### src/rtl/mem_pkg.sv
// Shared definitions for the load/store stage: size codes, FSM states, request legality.
package mem_pkg;

  localparam logic [1:0] SZ_BYTE = 2'b00;
  localparam logic [1:0] SZ_HALF = 2'b01;
  localparam logic [1:0] SZ_WORD = 2'b10;

  typedef enum logic [1:0] {
    StIdle = 2'b00,
    StWait = 2'b01,
    StDone = 2'b10
  } state_e;

  // A request is illegal if it is both a load and a store, uses the reserved size code,
  // or is not naturally aligned for its size.
  function automatic logic req_illegal(input logic       rd,
                                       input logic       wr,
                                       input logic [1:0] sz,
                                       input logic [1:0] addr_lo);
    logic bad;
    bad = rd & wr;
    if (sz == 2'b11) bad = 1'b1;
    if ((sz == SZ_HALF) && addr_lo[0]) bad = 1'b1;
    if ((sz == SZ_WORD) && (addr_lo != 2'b00)) bad = 1'b1;
    return bad;
  endfunction

endpackage

### src/rtl/mem_lane_align.sv
// Byte-lane steering: store byte enables and data replication, load lane select and extension.
module mem_lane_align
  import mem_pkg::*;
(
  input  logic [1:0]  size_i,
  input  logic [1:0]  addr_lo_i,
  input  logic        sign_ext_i,
  input  logic [31:0] wdata_i,
  input  logic [31:0] rdata_i,
  output logic [3:0]  be_o,
  output logic [31:0] wdata_o,
  output logic [31:0] rdata_o
);

  logic [7:0]  rd_byte;
  logic [15:0] rd_half;

  assign rd_byte = rdata_i[{addr_lo_i, 3'b000} +: 8];
  assign rd_half = rdata_i[{addr_lo_i[1], 4'b0000} +: 16];

  // Lane decode for both the store (enables, replicated data) and load (extract, extend) paths.
  always_comb begin
    be_o    = 4'b1111;
    wdata_o = wdata_i;
    rdata_o = rdata_i;
    case (size_i)
      SZ_BYTE: begin
        be_o    = 4'b0001 << addr_lo_i;
        wdata_o = {4{wdata_i[7:0]}};
        rdata_o = {{24{sign_ext_i & rd_byte[7]}}, rd_byte};
      end
      SZ_HALF: begin
        be_o    = 4'b0011 << addr_lo_i;
        wdata_o = {2{wdata_i[15:0]}};
        rdata_o = {{16{sign_ext_i & rd_half[15]}}, rd_half};
      end
      default: ;
    endcase
  end

endmodule

### src/rtl/mem_access_unit.sv
// Load/store stage: issues one bus access per legal request, stalls until ack or timeout.
module mem_access_unit
  import mem_pkg::*;
#(
  parameter int unsigned TIMEOUT = 255,
  parameter int unsigned CNT_W   = 8
) (
  input  logic        clk,
  input  logic        rst_n,
  input  logic [31:0] addr_in,
  input  logic [31:0] wdata_in,
  input  logic        mem_read,
  input  logic        mem_write,
  input  logic [1:0]  size,
  input  logic        sign_ext,
  output logic        stall,
  output logic [31:0] rdata_out,
  output logic        fault,
  output logic        bus_err,
  output logic        bus_req,
  output logic        bus_we,
  output logic [31:0] bus_addr,
  output logic [3:0]  bus_be,
  output logic [31:0] bus_wdata,
  input  logic [31:0] bus_rdata,
  input  logic        bus_ack
);

  localparam logic [CNT_W-1:0] TimeoutCnt = CNT_W'(TIMEOUT);

  state_e            state_q, state_d;
  logic [CNT_W-1:0]  cnt_q, cnt_d;
  logic              req_q, req_d;
  logic              we_q, we_d;
  logic [31:0]       addr_q, addr_d;
  logic [1:0]        addr_lo_q, addr_lo_d;
  logic [1:0]        size_q, size_d;
  logic              sext_q, sext_d;
  logic [3:0]        be_q, be_d;
  logic [31:0]       wdata_q, wdata_d;
  logic [31:0]       rdata_q, rdata_d;
  logic              err_q, err_d;
  logic              stall_c, fault_c;

  logic              idle;
  logic [3:0]        al_be;
  logic [31:0]       al_wdata, al_rdata;

  // In IDLE the aligner sees the live request; in WAIT it sees the fields latched at accept.
  assign idle = (state_q == StIdle);

  mem_lane_align u_align (
    .size_i     (idle ? size : size_q),
    .addr_lo_i  (idle ? addr_in[1:0] : addr_lo_q),
    .sign_ext_i (idle ? sign_ext : sext_q),
    .wdata_i    (wdata_in),
    .rdata_i    (bus_rdata),
    .be_o       (al_be),
    .wdata_o    (al_wdata),
    .rdata_o    (al_rdata)
  );

  // Next-state, capture and combinational stall/fault.
  always_comb begin
    state_d   = state_q;
    cnt_d     = cnt_q;
    req_d     = req_q;
    we_d      = we_q;
    addr_d    = addr_q;
    addr_lo_d = addr_lo_q;
    size_d    = size_q;
    sext_d    = sext_q;
    be_d      = be_q;
    wdata_d   = wdata_q;
    rdata_d   = rdata_q;
    err_d     = err_q;
    stall_c   = 1'b0;
    fault_c   = 1'b0;
    unique case (state_q)
      StIdle: begin
        if (mem_read | mem_write) begin
          if (req_illegal(mem_read, mem_write, size, addr_in[1:0])) begin
            fault_c = 1'b1;
          end else begin
            stall_c   = 1'b1;
            state_d   = StWait;
            cnt_d     = '0;
            req_d     = 1'b1;
            we_d      = mem_write;
            addr_d    = {addr_in[31:2], 2'b00};
            addr_lo_d = addr_in[1:0];
            size_d    = size;
            sext_d    = sign_ext;
            be_d      = al_be;
            wdata_d   = al_wdata;
            err_d     = 1'b0;
          end
        end
      end
      StWait: begin
        stall_c = 1'b1;
        // Ack takes priority over a timeout in the same cycle.
        if (bus_ack) begin
          req_d   = 1'b0;
          rdata_d = we_q ? 32'd0 : al_rdata;
          state_d = StDone;
        end else if (cnt_q == TimeoutCnt) begin
          req_d   = 1'b0;
          rdata_d = 32'd0;
          err_d   = 1'b1;
          state_d = StDone;
        end else begin
          cnt_d = cnt_q + CNT_W'(1);
        end
      end
      StDone: begin
        // Same instruction is still on the inputs here, so nothing is re-issued.
        err_d   = 1'b0;
        state_d = StIdle;
      end
      default: state_d = StIdle;
    endcase
  end

  // State and output registers.
  always_ff @(posedge clk or negedge rst_n) begin
    if (!rst_n) begin
      state_q   <= StIdle;
      cnt_q     <= '0;
      req_q     <= 1'b0;
      we_q      <= 1'b0;
      addr_q    <= '0;
      addr_lo_q <= '0;
      size_q    <= '0;
      sext_q    <= 1'b0;
      be_q      <= '0;
      wdata_q   <= '0;
      rdata_q   <= '0;
      err_q     <= 1'b0;
    end else begin
      state_q   <= state_d;
      cnt_q     <= cnt_d;
      req_q     <= req_d;
      we_q      <= we_d;
      addr_q    <= addr_d;
      addr_lo_q <= addr_lo_d;
      size_q    <= size_d;
      sext_q    <= sext_d;
      be_q      <= be_d;
      wdata_q   <= wdata_d;
      rdata_q   <= rdata_d;
      err_q     <= err_d;
    end
  end

  // Nothing is accepted or flagged while reset is held.
  assign stall     = stall_c & rst_n;
  assign fault     = fault_c & rst_n;
  assign rdata_out = rdata_q;
  assign bus_err   = err_q;
  assign bus_req   = req_q;
  assign bus_we    = we_q;
  assign bus_addr  = addr_q;
  assign bus_be    = be_q;
  assign bus_wdata = wdata_q;

endmodule

### config.mk
export PLATFORM = sky130hd
export DESIGN_NAME = mem_access_unit
export DESIGN_NICKNAME = d
export VERILOG_FILES = /design/src/rtl/mem_pkg.sv /design/src/rtl/mem_lane_align.sv /design/src/rtl/mem_access_unit.sv
export SDC_FILE = /design/constraint.sdc
export NUM_CORES = 1
export LEC_CHECK = 0
export BUFFER_PORTS_ARGS = -buffer_cell sky130_fd_sc_hd__buf_4
export CAP_MARGIN = 20
export CORE_ASPECT_RATIO = 1.2
export CORE_UTILIZATION = 35
export CTS_CLUSTER_DIAMETER = 100
export DETAILED_ROUTE_END_ITERATION = 10
export GPL_TIMING_DRIVEN = 0
export SETUP_SLACK_MARGIN = 0.15
export SYNTH_ARGS = -nofsm -noshare
export SYNTH_HDL_FRONTEND = slang
export SYNTH_HIERARCHICAL = 1
export SYNTH_SLANG_ARGS = --single-unit
### constraint.sdc
create_clock -name clk -period 2.35 [get_ports clk]
set_clock_uncertainty 0.15 [all_clocks]
set_input_delay 0.235 -clock clk [delete_from_list [all_inputs] [get_ports clk]]
set_output_delay 0.235 -clock clk [all_outputs]
set_load 0.02 [all_outputs]
==> Word level (Yosys, flattened, before mapping) <==
Cells that the tools add are included.
W data, S select, Z words.
{ "totals": {"word_cells": 91, "reg_bits": 116, "input_bits": 104, "output_inout_bits": 105} }
{ "op_classes": {"n_mux": 40, "add_sub_neg": 1, "shift": 4, "bitwise_logic": 7, "reduce_logical": 14, "n_eq_ne": 13} }
{ "op_table": {"columns": ["op", "count"], "rows": [
  ["$pmux W32 S2", 2],
  ["$mux W32", 3],
  ["$mux W8", 4],
  ["$shiftx A32 B6 Y16", 1],
  ["$shiftx A32 B6 Y8", 1],
  ["$mux W1", 19],
  ["$pmux W8 S2", 1],
  ["$mux W2", 6],
  ["$reduce_and A5 Y1", 2],
  ["$add A8 B1 Y8 const B", 1],
  ["$eq A8 B8 Y1 const B", 1],
  ["$ne A2 B2 Y1 const B", 4],
  ["$pmux W4 S2", 1],
  ["$eq A2 B1 Y1 const B", 3],
  ["$eq A2 B2 Y1 const B", 3],
  ["$reduce_and A3 Y1", 2],
  ["$reduce_bool A2 Y1", 3],
  ["$and A1 B1 Y1", 5],
  ["$logic_not A2 Y1", 2],
  ["$pmux W1 S2", 2],
  ["$pmux W2 S2", 1],
  ["$reduce_and A4 Y1", 1],
  ["$shl A1 B2 Y4 const A", 1],
  ["$shl A2 B2 Y4 const A", 1],
  ["other kinds (8)", 9]
]} }

==> Depth between registers and ports, before layout <==
Gate-level depths: netlist of run 1.
{ "logic_depth": {"depth_word": 10, "mapped_depth": 8, "mapped_depth_nobuf": 6} }

==> Hierarchy <==
The synthesis of run 1 kept the hierarchy.
{ "by_module_without_submodules": {"columns": ["mod", "seq_area_each_um2", "cells_per_inst", "area_per_inst_um2", "n_inst"], "rows": [
  ["mem_access_unit", 2902.8, 305, 4578.1, 1],
  ["mem_lane_align", 0.0, 204, 1413.9, 1]
]} }

==> Worst setup path before layout of run 1 <==
No wires, ideal clock.
{ "synth_timing": {"path_type": "register to register", "startpoint": "register state_q[1]", "endpoint": "register rdata_q[21] (netlist: rdata_out[21])", "t_arrival_ns": 2.231, "required_ns": 2.079, "path_slack_ns": -0.152, "period_less_slack_ns": 2.502, "path_stages_with_launch": 9, "path_buffers": 2, "setup_ns": 0.121, "cell_sequence": "dfrtp_1 > nor2_2 > mux2_2 > buf_6 > mux2_4 > a31oi_4 > buf_6 > o22ai_1 > a22o_1"} }
{ "synth_via": {"elab_chain_cells": 7, "elab_cells_between_ends": 15, "classes_between": "eq/ne: 2; shift: 2; mux: 6; bitwise: 2; reduce/logical: 3"} }
{ "synth_rtl": {"columns": ["item", "line_no", "text"], "rows": [
  ["from (decl)", "mem_access_unit.sv:31", "state_e state_q, state_d;"],
  ["from (signal assigned)", "mem_access_unit.sv:128", "state_q <= StIdle;"],
  ["from (signal assigned)", "mem_access_unit.sv:141", "state_q <= state_d;"],
  ["$logic_not A2 Y1 *", "mem_access_unit.sv:50", "assign idle = (state_q == StIdle);"],
  ["$mux W2", "mem_access_unit.sv:54", ".addr_lo_i (idle ? addr_in[1:0] : addr_lo_q),"],
  ["$shiftx A32 B6 Y16 / $shiftx A32 B6 Y8 (equally long branches)", "mem_lane_align.sv:19, mem_lane_align.sv:18", null],
  ["$and A1 B1 Y1, on equally long branches", "mem_lane_align.sv:35, mem_lane_align.sv:30", null],
  ["$pmux W32 S2 *", "mem_lane_align.sv:26", "case (size_i)"],
  ["net al_rdata[21]", "mem_access_unit.sv:47", "logic [31:0] al_wdata, al_rdata;"],
  ["$mux W32 *", "mem_access_unit.sv:105", "rdata_d = we_q ? 32'd0 : al_rdata;"],
  ["$mux W32 *", "mem_access_unit.sv:103", "if (bus_ack) begin"],
  ["to (signal assigned)", "mem_access_unit.sv:151", "rdata_q <= rdata_d;"],
  ["to (decl)", "mem_access_unit.sv:41", "logic [31:0] rdata_q, rdata_d;"]
]} }
The timed path passes the listed nets; every way through them passes the cells marked *.
A chain may end at the register's enable or synchronous reset.

==> Worst setup path after layout of run 1 <==
{ "layout_timing": {"startpoint": "register state_q[0]", "endpoint": "register rdata_q[28] (netlist: rdata_out[28])"} }
Same word-level chain as after synthesis.

==> summary.md, run 1 <==
| Metric | Value |
|---|---|
| Final hold slack | 0.0153 ns |
| Most frequent cells in the layout | buf_4, dfrtp_1, mux2_2, nand2_1, dlygate4sd3_1 |
| Max Freq | approximately 410 MHz |
| Peak supply drop | 0.624 mV |
| Biggest cell delay along the critical path | about 0.42 ns |
| Count of pins over their slew limit | 0 |
| Number of unique standard cell types used by synthesis | a little over 50 |
| Worst path arrival time | 2.56 ns |
| Post-Syn Area | approximately 6000 µm² |
| Die height | about 150 µm |
| Final critical-path setup slack | -0.0629 ns |
| Global-route usage over all layers | between 20% and 30% |
| Worst max-slew margin expressed relative to the limit | a little under half |
| Kind of start point of the critical path | flop |
| Clk Latency, worst-skew pair | a little over 0.4 ns |
| Critical path, cell by cell | nor2_4 > mux2_4 > buf_6 > mux2_4 > a31oi_4 > buf_6 > o22ai_1 > a22o_1 |
| Worst setup path startpoint | state_q[0] |
| Area of the core | 16800 µm² |
| Final worst path period need | 2.41 ns |
| Via count normalized by instance count | 5.26 |
| Layout Cell Area excl Fill | between 9000 and 10000 µm² |
| Signed area change from the synthesized netlist to the final layout | 58.8% |
| Required time worst endpoint | 2.49 ns |
| Leak Pwr | between 4 and 5 nW |
| Hold Crit Class | input pin to flop |
| Maxcap violations | 0 |
| Standard cell with the maximum stage delay on the critical path | dfrtp_2 |
| Violations in the final reports | setup timing |
| Final GP Congestion | about 0.83 |
| Transition time of the tightest slew-check pin | 0.801 ns |
| Pre-CTS WS | -0.334 ns |
| RSZ-0062 raised after global routing | yes |
| Drc violations | 0 |
| Count of buffers inserted at the top-level ports | between 200 and 250 |
| Flops & latches, synth | roughly 120 |
| Worst r2r src | state_q[0] |
| Total of endpoints with negative setup slack in the final report | 18 |
| Final Hold Fails | 0 |
| Kind of critical path | flop to flop |
| Die X | between 100 and 150 µm |
| Detailed-routing iteration count for the pre-antenna-repair pass | 5 |
| Power Dens Cells | around 1200 nW/µm² |
| Cells after Synth | around 510 |
| Fraction of the cycle the final worst path needs | 103% |
| Total Nets Final | about 910 |
| Family with the most delay on the worst path | multiplexers |
| Die Footprint | 17600 µm² |
| Antenna violations before repair | 0 |
| Wire length of the first global-routing pass | 30100 µm |
| Final TNS setup | -0.630 ns |
| Startpoint of the lowest-slack hold path | wdata_in[13] |
| Number of placed I/O pins | between 200 and 250 |
| Clock tree root buffer cell | clkbuf_16 |
| Via count of the routed design | between 5000 and 6000 |
| Std-Cell Rows | 52 |
| Clock tree from TritonCTS | yes |
| Antenna-violating nets left | 0 |
| Estimated wirelength of the detail-placed design | 13600 µm |
| Sum of routed wire length over all layers | between 15000 and 20000 µm |
| CTS sink cnt | around 120 |
| H-tree levels | 4 |
| Total global routing overflow | 0 |
| Mean instance size in the synthesized netlist | around 12 µm² |
| Commonest non-fill, non-tap cell in the layout | buf_4 |
| Via count of the first global-routing pass | 5700 |
| Highest fanout seen on the critical path | 5 |
| Share of the yosys chip area belonging to registers | 48.4% |
| Layout filler cell count | 1414 |
| Final core occ | a little under three fifths |
| Buffering stage count on the worst path with inverters included | 2 |
| Pin count of the biggest net entering global routing | 75 |
| Yosys warning count | 6 |
| Clk slew on worst S/H paths | 0.06 ns |
| Element type at the critical path end | flop |
| Number of buffers created by CTS | 17 |
| Number of design-rule violations left by the first detailed-router iteration | 407 |
| Post-placement cell area | a little under 8000 µm² |
| Run status | finished with violations |
| Count of inserted antenna diode cells | 0 |
| Post-DR wirelength/cell | ~19 µm |
| Fraction of final layout cells sized beyond drive strength 1 | between 50 and 60% |
| Effective utilization at floorplan | 35.7% |
| Number of buffers on the longest clock path | 2 |
[Yosys cell counts, drive strengths merged]
cell type | n | share of area (%)
o31ai | 1 | 0.13
a31oi | 8 | 1.1
a41oi | 1 | 0.15
o21ai | 13 | 1.1
o21bai | 3 | 0.38
nor4b | 1 | 0.25
a21oi | 7 | 0.58
nor2 | 16 | 1.0
o221ai | 7 | 1.0
o221a | 1 | 0.19
a21bo | 1 | 0.17
dfrtp | 116 | 48
clkbuf | 12 | 0.75
ha | 1 | 0.21
o21a | 1 | 0.13
mux2 | 85 | 16
nor3b | 1 | 0.13
a211oi | 7 | 0.88
nand3 | 5 | 0.63
nand2 | 48 | 3.0
a22oi | 8 | 1.2
nand4 | 2 | 0.21
clkinv | 1 | 0.063
mux2i | 14 | 2.3
inv | 7 | 0.44
a21o | 2 | 0.25
buf | 34 | 4.5
or2 | 3 | 0.31
and4b | 1 | 0.17
nand2b | 3 | 0.31
a22o | 32 | 4.7
nor3 | 1 | 0.083
a32o | 1 | 0.17
o22ai | 24 | 2.5
o22a | 2 | 0.31
mux4 | 7 | 2.7
a221oi | 2 | 0.29
nor2b | 27 | 2.8
conb | 1 | 0.063
or3 | 2 | 0.29
[cell type report]
type | instances | area, µm² | share of cell area [%]
clock inverter | 12 | 201 | 2.12
sequential | 116 | 2910 | 30.5
inverter | 8 | 38.8 | 0.408
tap | 216 | 270 | 2.84
timing repair buffer | 272 | 2220 | 23.4
clock buffer | 20 | 457 | 4.80
buffer | 46 | 424 | 4.46
multi-input combinational | 340 | 3000 | 31.5
[layer usage]
layer | share of wire, % | global-route usage (%)
met4 | 3.0 | 10.8
met2 | 50 | 37.2
met5 | 0 | 0
met1 | 40 | 26.7
met3 | 7.0 | 5.92
[through the flow]
stage / total power [mW] / cells
after CTS: 11.5 / 1028
after global placement: 7.99 / 932
after floorplan: 6.06 / 510
after detailed placement: 8.11 / 933
final: 11.6 / 1030
after global routing: 12.2 / 1030
[state kept, by name (all words and copies together) (netlist names)]
register,flops
bus_we,1
size_q,2
bus_be,4
bus_req,1
addr_lo_q,2
bus_addr,30
bus_wdata,32
cnt_q,8
sext_q,1
state_q,2
bus_err,1
rdata_out,32
[repair_timing]
action                     CTS  global route
setup endpoints to repair   61            62
buffers inserted            15             2
hold endpoints to repair    86             0
hold buffers                46             0
pin swaps                   19            13
resized for setup           60            31
cloned                       2             0
[path summary, 6_finish.rpt]
path	end	slack, ns	cells after the start
max in group asynchronous	bus_addr[12]	1.47	3
min in group asynchronous	cnt_q[7]	0.22	3
setup reg to reg	rdata_out[28]	-0.06	8
hold reg to reg	rdata_out[2]	0.35	1
hold / removal	bus_wdata[13]	0.02	4
setup / recovery	rdata_out[28]	-0.06	8
[power by group]
| group | switching, mW | leakage, nW | internal, mW |
|---|---|---|---|
| clock network | 0.966 | 0.317 | 1.94 |
| registers | 0.478 | 1.43 | 2.81 |
| logic | 2.75 | 2.66 | 2.66 |
| total | 4.20 | 4.40 | 7.41 |
[cell families after synthesis]
logic type / Yosys count / synth area share, %
and+or+nand+nor: 110 / 9.25
adders and majority gates: 1 / 0.209
muxes: 106 / 21.1
other: 1 / 0.0626
buffers and inverters: 54 / 5.74
AOI/OAI and AO/OA: 121 / 15.2
DFF: 116 / 48.4
[worst register-to-register path: cells and delay by family, from the launching register on]
kind                   cells  cell delay [ns]
AOI/OAI and AO/OA          3             0.62
and+or+nand+nor            1             0.18
buffers and inverters      2             0.31
DFF                        1             0.42
muxes                      2             0.62
Note: power is estimated with default switching activity, not from simulation.
==> inputs of run 2 (changes only) <==
Settings changed: CORE_UTILIZATION 35 to 46, PLACE_DENSITY set to 0.77.
==> run 2 against run 1 <==
Count of clock-buffer cells in the layout down 3; routed wire length grew 7.0%; power rose by 1.4%; sequential share of layout area fell by 0.088 points; the flow finishes with violations (hold timing, setup timing); sequential power about the same; cell count fell by 4.8%; global-route usage grew 6.2 points; non-clock buffer count increased by 3; highest routed layer unchanged; utilization increased by 19 points; final area rose by 0.29%.
==> summary.md, run 2 (same netlist as run 1, synthesis figures left out) <==
| Metric | Value |
|---|---|
| Antenna-violating nets left | 0 (unchanged) |
| RSZ-0062 raised after global routing | yes |
| Worst max-slew margin expressed relative to the limit | 41.7% (-4.8 points) |
| Final GP Congestion | 0.860 (+4.2%) |
| Std-Cell Rows | 45 (-13%) |
| Via count normalized by instance count | 5.79 (+10%) |
| Most frequent cells in the layout | buf_4, dfrtp_1, mux2_2, nand2_1, dlygate4sd3_1 |
| Total of endpoints with negative setup slack in the final report | 21 (+3) |
| Sum of routed wire length over all layers | 20800 µm (+7.0%) |
| Detailed-routing iteration count for the pre-antenna-repair pass | 5 (unchanged) |
| # placed instances | 881 (-5.6%) |
| Worst Reg-to-Reg Cells | 8 (unchanged) |
| Post-DR wirelength/cell | 21.2 µm (+12%) |
| Total global routing overflow | 0 (unchanged) |
| Die Footprint | 13500 µm² (-24%) |
| Max Freq | 414 MHz (about the same) |
| Leak Pwr | 4.49 nW (+1.9%) |
| Transition time of the tightest slew-check pin | 0.873 ns (+0.0717 ns) |
| CTS sink cnt | 116 (unchanged) |
| Required time worst endpoint | 2.50 ns (about the same) |
| Highest fanout seen on the critical path | 7 (+2) |
| Post-route insts no fill | 981 (-4.8%) |
| Fraction of the cycle the final worst path needs | 103% (about the same) |
| Kind of start point of the critical path | flop |
| Number of buffers on the longest clock path | 2 (unchanged) |
| Power Dens Cells | 1230 nW/µm² (+1.1%) |
| Clock tree root buffer cell | clkbuf_16 |
| Hold Buf Count CTS | 41 (-11%) |
| Final hold slack | -0.159 ns (-0.174 ns) |
| Global-route usage over all layers | 28.6% (+6.2 points) |
| Worst path arrival time | 2.56 ns (about the same) |
| Pwr Total | 11.8 mW (+1.4%) |
| Total Nets Final | 909 (+0.33%) |
| Worst setup path startpoint | state_q[0] |
| Fraction of final layout cells sized beyond drive strength 1 | 56.5% (+2.6 points) |
| DR top layer | met4 |
| Detailed route wirelength on metal2 | 10500 µm (+7.4%) |
| Final critical-path setup slack | -0.0627 ns (+0.000234 ns) |
| Drc violations | 0 (unchanged) |
| Wire length of the first global-routing pass | 29400 µm (-2.4%) |
| Signed area change from the synthesized netlist to the final layout | 59.3% |
| H-tree levels | 4 (unchanged) |
| Maxcap violations | 0 (unchanged) |
| Final Hold Fails | 80 (+80) |
| Kind of critical path | flop to flop |
| Clk Latency, worst-skew pair | 0.41 ns (about the same) |
| Via count of the routed design | 5684 (+5.0%) |
| Routed length on met1 | 7560 µm (-2.1%) |
| Clock tree from TritonCTS | yes |
| Clk slew on worst S/H paths | 0.06 ns (about the same) |
| Layout filler cell count | 803 (-43%) |
| Element type at the critical path end | flop |
| Count of buffers inserted at the top-level ports | 206 (unchanged) |
| Met3 routed WL | 1860 µm (+37%) |
| Worst r2r src | state_q[0] |
| Final TNS setup | -0.860 ns (-0.230 ns) |
| Pin count of the biggest net entering global routing | 83 (+11%) |
| Die X | 106 µm (-13%) |
| Via count of the first global-routing pass | 5750 (+0.88%) |
| Effective utilization at floorplan | 47.3% (+12 points) |
| Run status | finished with violations |
| Peak supply drop | 0.740 mV (+18%) |
| Final worst path period need | 2.41 ns (-0.000234 ns) |
| Count of pins over their slew limit | 0 (unchanged) |
| Count of inserted antenna diode cells | 0 (unchanged) |
| Estimated wirelength of the detail-placed design | 13000 µm (-5.1%) |
| Number of buffers created by CTS | 17 (unchanged) |
| Commonest non-fill, non-tap cell in the layout | buf_4 |
| Post-placement cell area | 7790 µm² (-0.83%) |
| Layout Cell Area excl Fill | 9550 µm² (+0.29%) |
| Hold Crit Class | input pin to async pin |
| Pre-CTS WS | -0.255 ns (+0.0788 ns) |
| Violations in the final reports | hold timing, setup timing |
| Antenna violations before repair | 0 (unchanged) |
| Area of the core | 12700 µm² (-25%) |
| Number of design-rule violations left by the first detailed-router iteration | 319 (-22%) |
| Die height | 127 µm (-13%) |
| Number of placed I/O pins | 209 (unchanged) |
-- run 2: cell count changes in the layout (fill, tap and decap cells not counted), sizes merged --
cell	delta
buf	+8
inv	+6
dlygate4sd3	-8
clkinvlp	-1
bufinv	-2
-- run 2: critical path: stages, from the launching register on --
cell and delay, ns:
dfrtp_2 0.42, nor2_4 0.22, buf_6 0.13, mux2_4 0.34
buf_8 0.16, mux4_2 0.43, nor2_2 0.16, a211oi_2 0.06
a22o_1 0.23
-- run 2: power by group --
| part | leakage [nW] | switching [mW] | total [mW] | internal [mW] |
|---|---|---|---|---|
| logic | 2.76 | 2.90 | 5.70 | 2.81 |
| registers | 1.43 | 0.509 | 3.31 | 2.80 |
| clock network | 0.302 | 1.05 | 2.75 | 1.70 |
-- run 2: path summary, 6_finish.rpt --
path / endpoint / slack [ns]
hold / removal: cnt_q[7] / -0.16
min in group clk: bus_wdata[15] / 0.01
setup reg to reg: rdata_out[5] / -0.06
setup / recovery: rdata_out[5] / -0.06
hold reg to reg: bus_wdata[1] / 0.35
max in group asynchronous: rdata_out[18] / 1.38
-- run 2: per-layer routing --
layer	up-vias	track usage, %
met3	73	8.37
met4	0	11.5
li1	2465	-
met1	2775	32.7
met5	-	0
met2	371	50.0
-- run 2: per-stage QoR --
stage	utilization, %	hold WS (ns)
2_1_floorplan	-	-0.211
3_3_place_gp	61.3	0.317
3_5_place_dp	61.5	0.00363
4_1_cts	72.0	-0.131
5_1_grt	75.3	-0.126
6_report	75.3	-0.159
-- run 2: layout make-up --
cell class	instances	area [µm²]	area share (%)
Clock inverter	15	193	2.02
Sequential cell	116	2910	30.4
Multi-Input combinational cell	340	3040	31.9
Clock buffer	17	425	4.46
Tap cell	164	205	2.15
Buffer	46	407	4.26
Inverter	8	35.0	0.367
Timing Repair Buffer	275	2330	24.4
-- run 2: repair_timing --
item                                   4_1_cts  5_1_grt
setup buffers                               15        7
endpoints found under the hold margin      113       80
resized for setup                           41       70
cloned                                       2        3
setup endpoints to repair                   61       62
pin swaps                                    5       29
==> inputs of run 3 (changes only) <==
Settings changed: REMOVE_ABC_BUFFERS set to 1.
==> run 3 against run 2 <==
The flow finishes with violations (setup timing); hold slack gained 0.17 ns; cell count shrank 0.51%; count of clock-buffer cells in the layout grew 1; first-iteration DRC count grew 41%; utilization shrank 0.15 points; setup slack lost 0.022 ns; die area is the same.
==> summary.md, run 3 (same netlist as run 1, synthesis figures left out) <==
| Metric | Value |
|---|---|
| Run status | finished with violations |
| Violations in the final reports | setup timing |
| Worst r2r src | state_q[1] |
| Worst Reg-to-Reg Cells | 8 (unchanged) |
| Die Footprint | 13500 µm² (unchanged) |
| Antenna violations before repair | 0 (unchanged) |
| Post-DR wirelength/cell | 23.7 µm (+12%) |
| Clk slew on worst S/H paths | 0.06 ns (about the same) |
| Final critical-path setup slack | -0.0842 ns (-0.0215 ns) |
| Post-placement cell area | 7510 µm² (-3.5%) |
| Number of buffers created by CTS | 17 (unchanged) |
| Area of the core | 12700 µm² (unchanged) |
| Hold Crit Class | input pin to flop |
| Worst r2r dst | rdata_out[31] |
| Final core occ | 75.2% (-0.15 points) |
| Fraction of final layout cells sized beyond drive strength 1 | 55.0% (-1.5 points) |
| Total Nets Final | 904 (-0.55%) |
| Pin count of the biggest net entering global routing | 67 (-19%) |
| Clock tree root buffer cell | clkbuf_16 |
| Startpoint of the lowest-slack hold path | wdata_in[12] |
| Commonest non-fill, non-tap cell in the layout | buf_4 |
| Worst Hold Depth | 4 |
| Signed area change from the synthesized netlist to the final layout | 59.0% |
| Final GP Congestion | 0.805 (-6.4%) |
| Kind of critical path | flop to flop |
| Final worst path period need | 2.43 ns (+0.0215 ns) |
| Highest fanout seen on the critical path | 8 (+1) |
| Global-route usage over all layers | 32.5% (+3.9 points) |
| Number of placed I/O pins | 209 (unchanged) |
| Die X | 106 µm (unchanged) |
| Number of buffers on the longest clock path | 2 (unchanged) |
| Layout Cell Area excl Fill | 9530 µm² (-0.20%) |
| Power Dens Cells | 1240 nW/µm² (+0.40%) |
| Total global routing overflow | 0 (unchanged) |
| Antenna-violating nets left | 0 (unchanged) |
| Sum of routed wire length over all layers | 23200 µm (+11%) |
| Peak supply drop | 0.765 mV (+3.5%) |
| Max Freq | 411 MHz (-0.88%) |
| Maxcap violations | 0 (unchanged) |
| Count of pins over their slew limit | 0 (unchanged) |
| Via count of the first global-routing pass | 6019 (+4.7%) |
| Via count of the routed design | 5879 (+3.4%) |
| # placed instances | 838 (-4.9%) |
| Via count normalized by instance count | 6.02 (+4.0%) |
| Estimated wirelength of the detail-placed design | 11300 µm (-13%) |
| Count of buffers inserted at the top-level ports | 206 (unchanged) |
| RSZ-0062 raised after global routing | yes |
| Total of endpoints with negative setup slack in the final report | 35 (+67%) |
| Required time worst endpoint | 2.49 ns (about the same) |
| Detailed-routing iteration count for the pre-antenna-repair pass | 5 (unchanged) |
| Element type at the critical path end | flop |
| Wire length of the first global-routing pass | 32800 µm (+12%) |
| Most frequent cells in the layout | buf_4, dfrtp_1, mux2_2, dlygate4sd3_1, nand2_1 |
| FF-to-FF setup slack | -0.08 ns (-0.02 ns) |
| Final TNS setup | -1.51 ns (-0.646 ns) |
| Worst max-slew margin expressed relative to the limit | 58.8% (+17 points) |
| CTS sink cnt | 116 (unchanged) |
| Leak Pwr | 4.41 nW (-1.8%) |
| Effective utilization at floorplan | 47.3% (unchanged) |
| Post-route insts no fill | 976 (-0.51%) |
| Number of design-rule violations left by the first detailed-router iteration | 450 (+41%) |
| H-tree levels | 4 (unchanged) |
| Hold endpoint | bus_wdata[12] |
| Count of inserted antenna diode cells | 0 (unchanged) |
| Clk Latency, worst-skew pair | 0.41 ns (about the same) |
| Final hold slack | 0.0148 ns (+0.173 ns) |
| Worst path arrival time | 2.57 ns (about the same) |
| Fraction of the cycle the final worst path needs | 104% (+0.92 points) |
| Die height | 127 µm (unchanged) |
| Kind of start point of the critical path | flop |
| Clock tree from TritonCTS | yes |
| Drc violations | 0 (unchanged) |
| Transition time of the tightest slew-check pin | 0.618 ns (-0.255 ns) |
| Final Hold Fails | 0 (-100%) |
| Std-Cell Rows | 45 (unchanged) |
==> run 3: metal layers <==
layer	part of all wire [%]	global-route usage, %	routed length [µm]	up-vias
met5	0	0	0	-
met4	4.6	15.0	1060	0
met3	10	9.23	2320	91
met2	50	54.2	11500	416
met1	36	38.9	8290	2882
li1	-	-	-	2490
==> run 3: final cells by class <==
class                   instances  area, µm²
clock buffers                  18        429
inverters                       8       35.0
well taps                     164        205
multi-input cells             362       3330
repair buffers                294       2470
fillers                       774       3140
clock inverters                14        154
flip-flops and latches        116       2910
==> run 3: what timing repair did <==
item,4_1_cts,5_1_grt
hold buffers,45,0
setup buffers,26,12
resized for setup,56,38
setup endpoints to repair,105,57
pin swaps,29,17
endpoints found under the hold margin,94,0
cloned,12,11
==> run 3: worst max-delay path, stage by stage, from the launching register on <==
cell     delay, ns
dfrtp_2       0.43
nor2_4        0.15
buf_12        0.13
mux2_4        0.34
mux2_4        0.32
a31oi_4       0.28
buf_12        0.18
o22ai_1       0.10
a22o_1        0.22
==> run 3: power breakdown <==
part / internal [mW] / switching (mW) / leakage, nW / total (mW)
clock network: 1.57 / 1.02 / 0.277 / 2.59
logic: 2.79 / 3.05 / 2.70 / 5.84
registers: 2.81 / 0.564 / 1.43 / 3.37
==> run 3: worst max path at each step <==
stage,endpoint,startpoint,cells past startpoint,slack [ns]
2_1_floorplan,rdata_out[10],state_q[1],5,-0.33
3_3_place_gp,rdata_out[11],state_q[1],5,-1.09
3_5_place_dp,rdata_out[9],state_q[1],5,-1.21
4_1_cts,rdata_out[28],state_q[0],8,-0.04
5_1_grt,rdata_out[24],state_q[1],9,-0.11
6_report,rdata_out[31],state_q[1],8,-0.08
==> run 3: through the flow <==
stage	power, mW	setup slack (ns)
floorplan	5.89	-0.325
global placement	7.74	-1.09
detailed placement	7.91	-1.21
CTS	11.3	-0.0386
global route	12.2	-0.107
finish	11.8	-0.0842
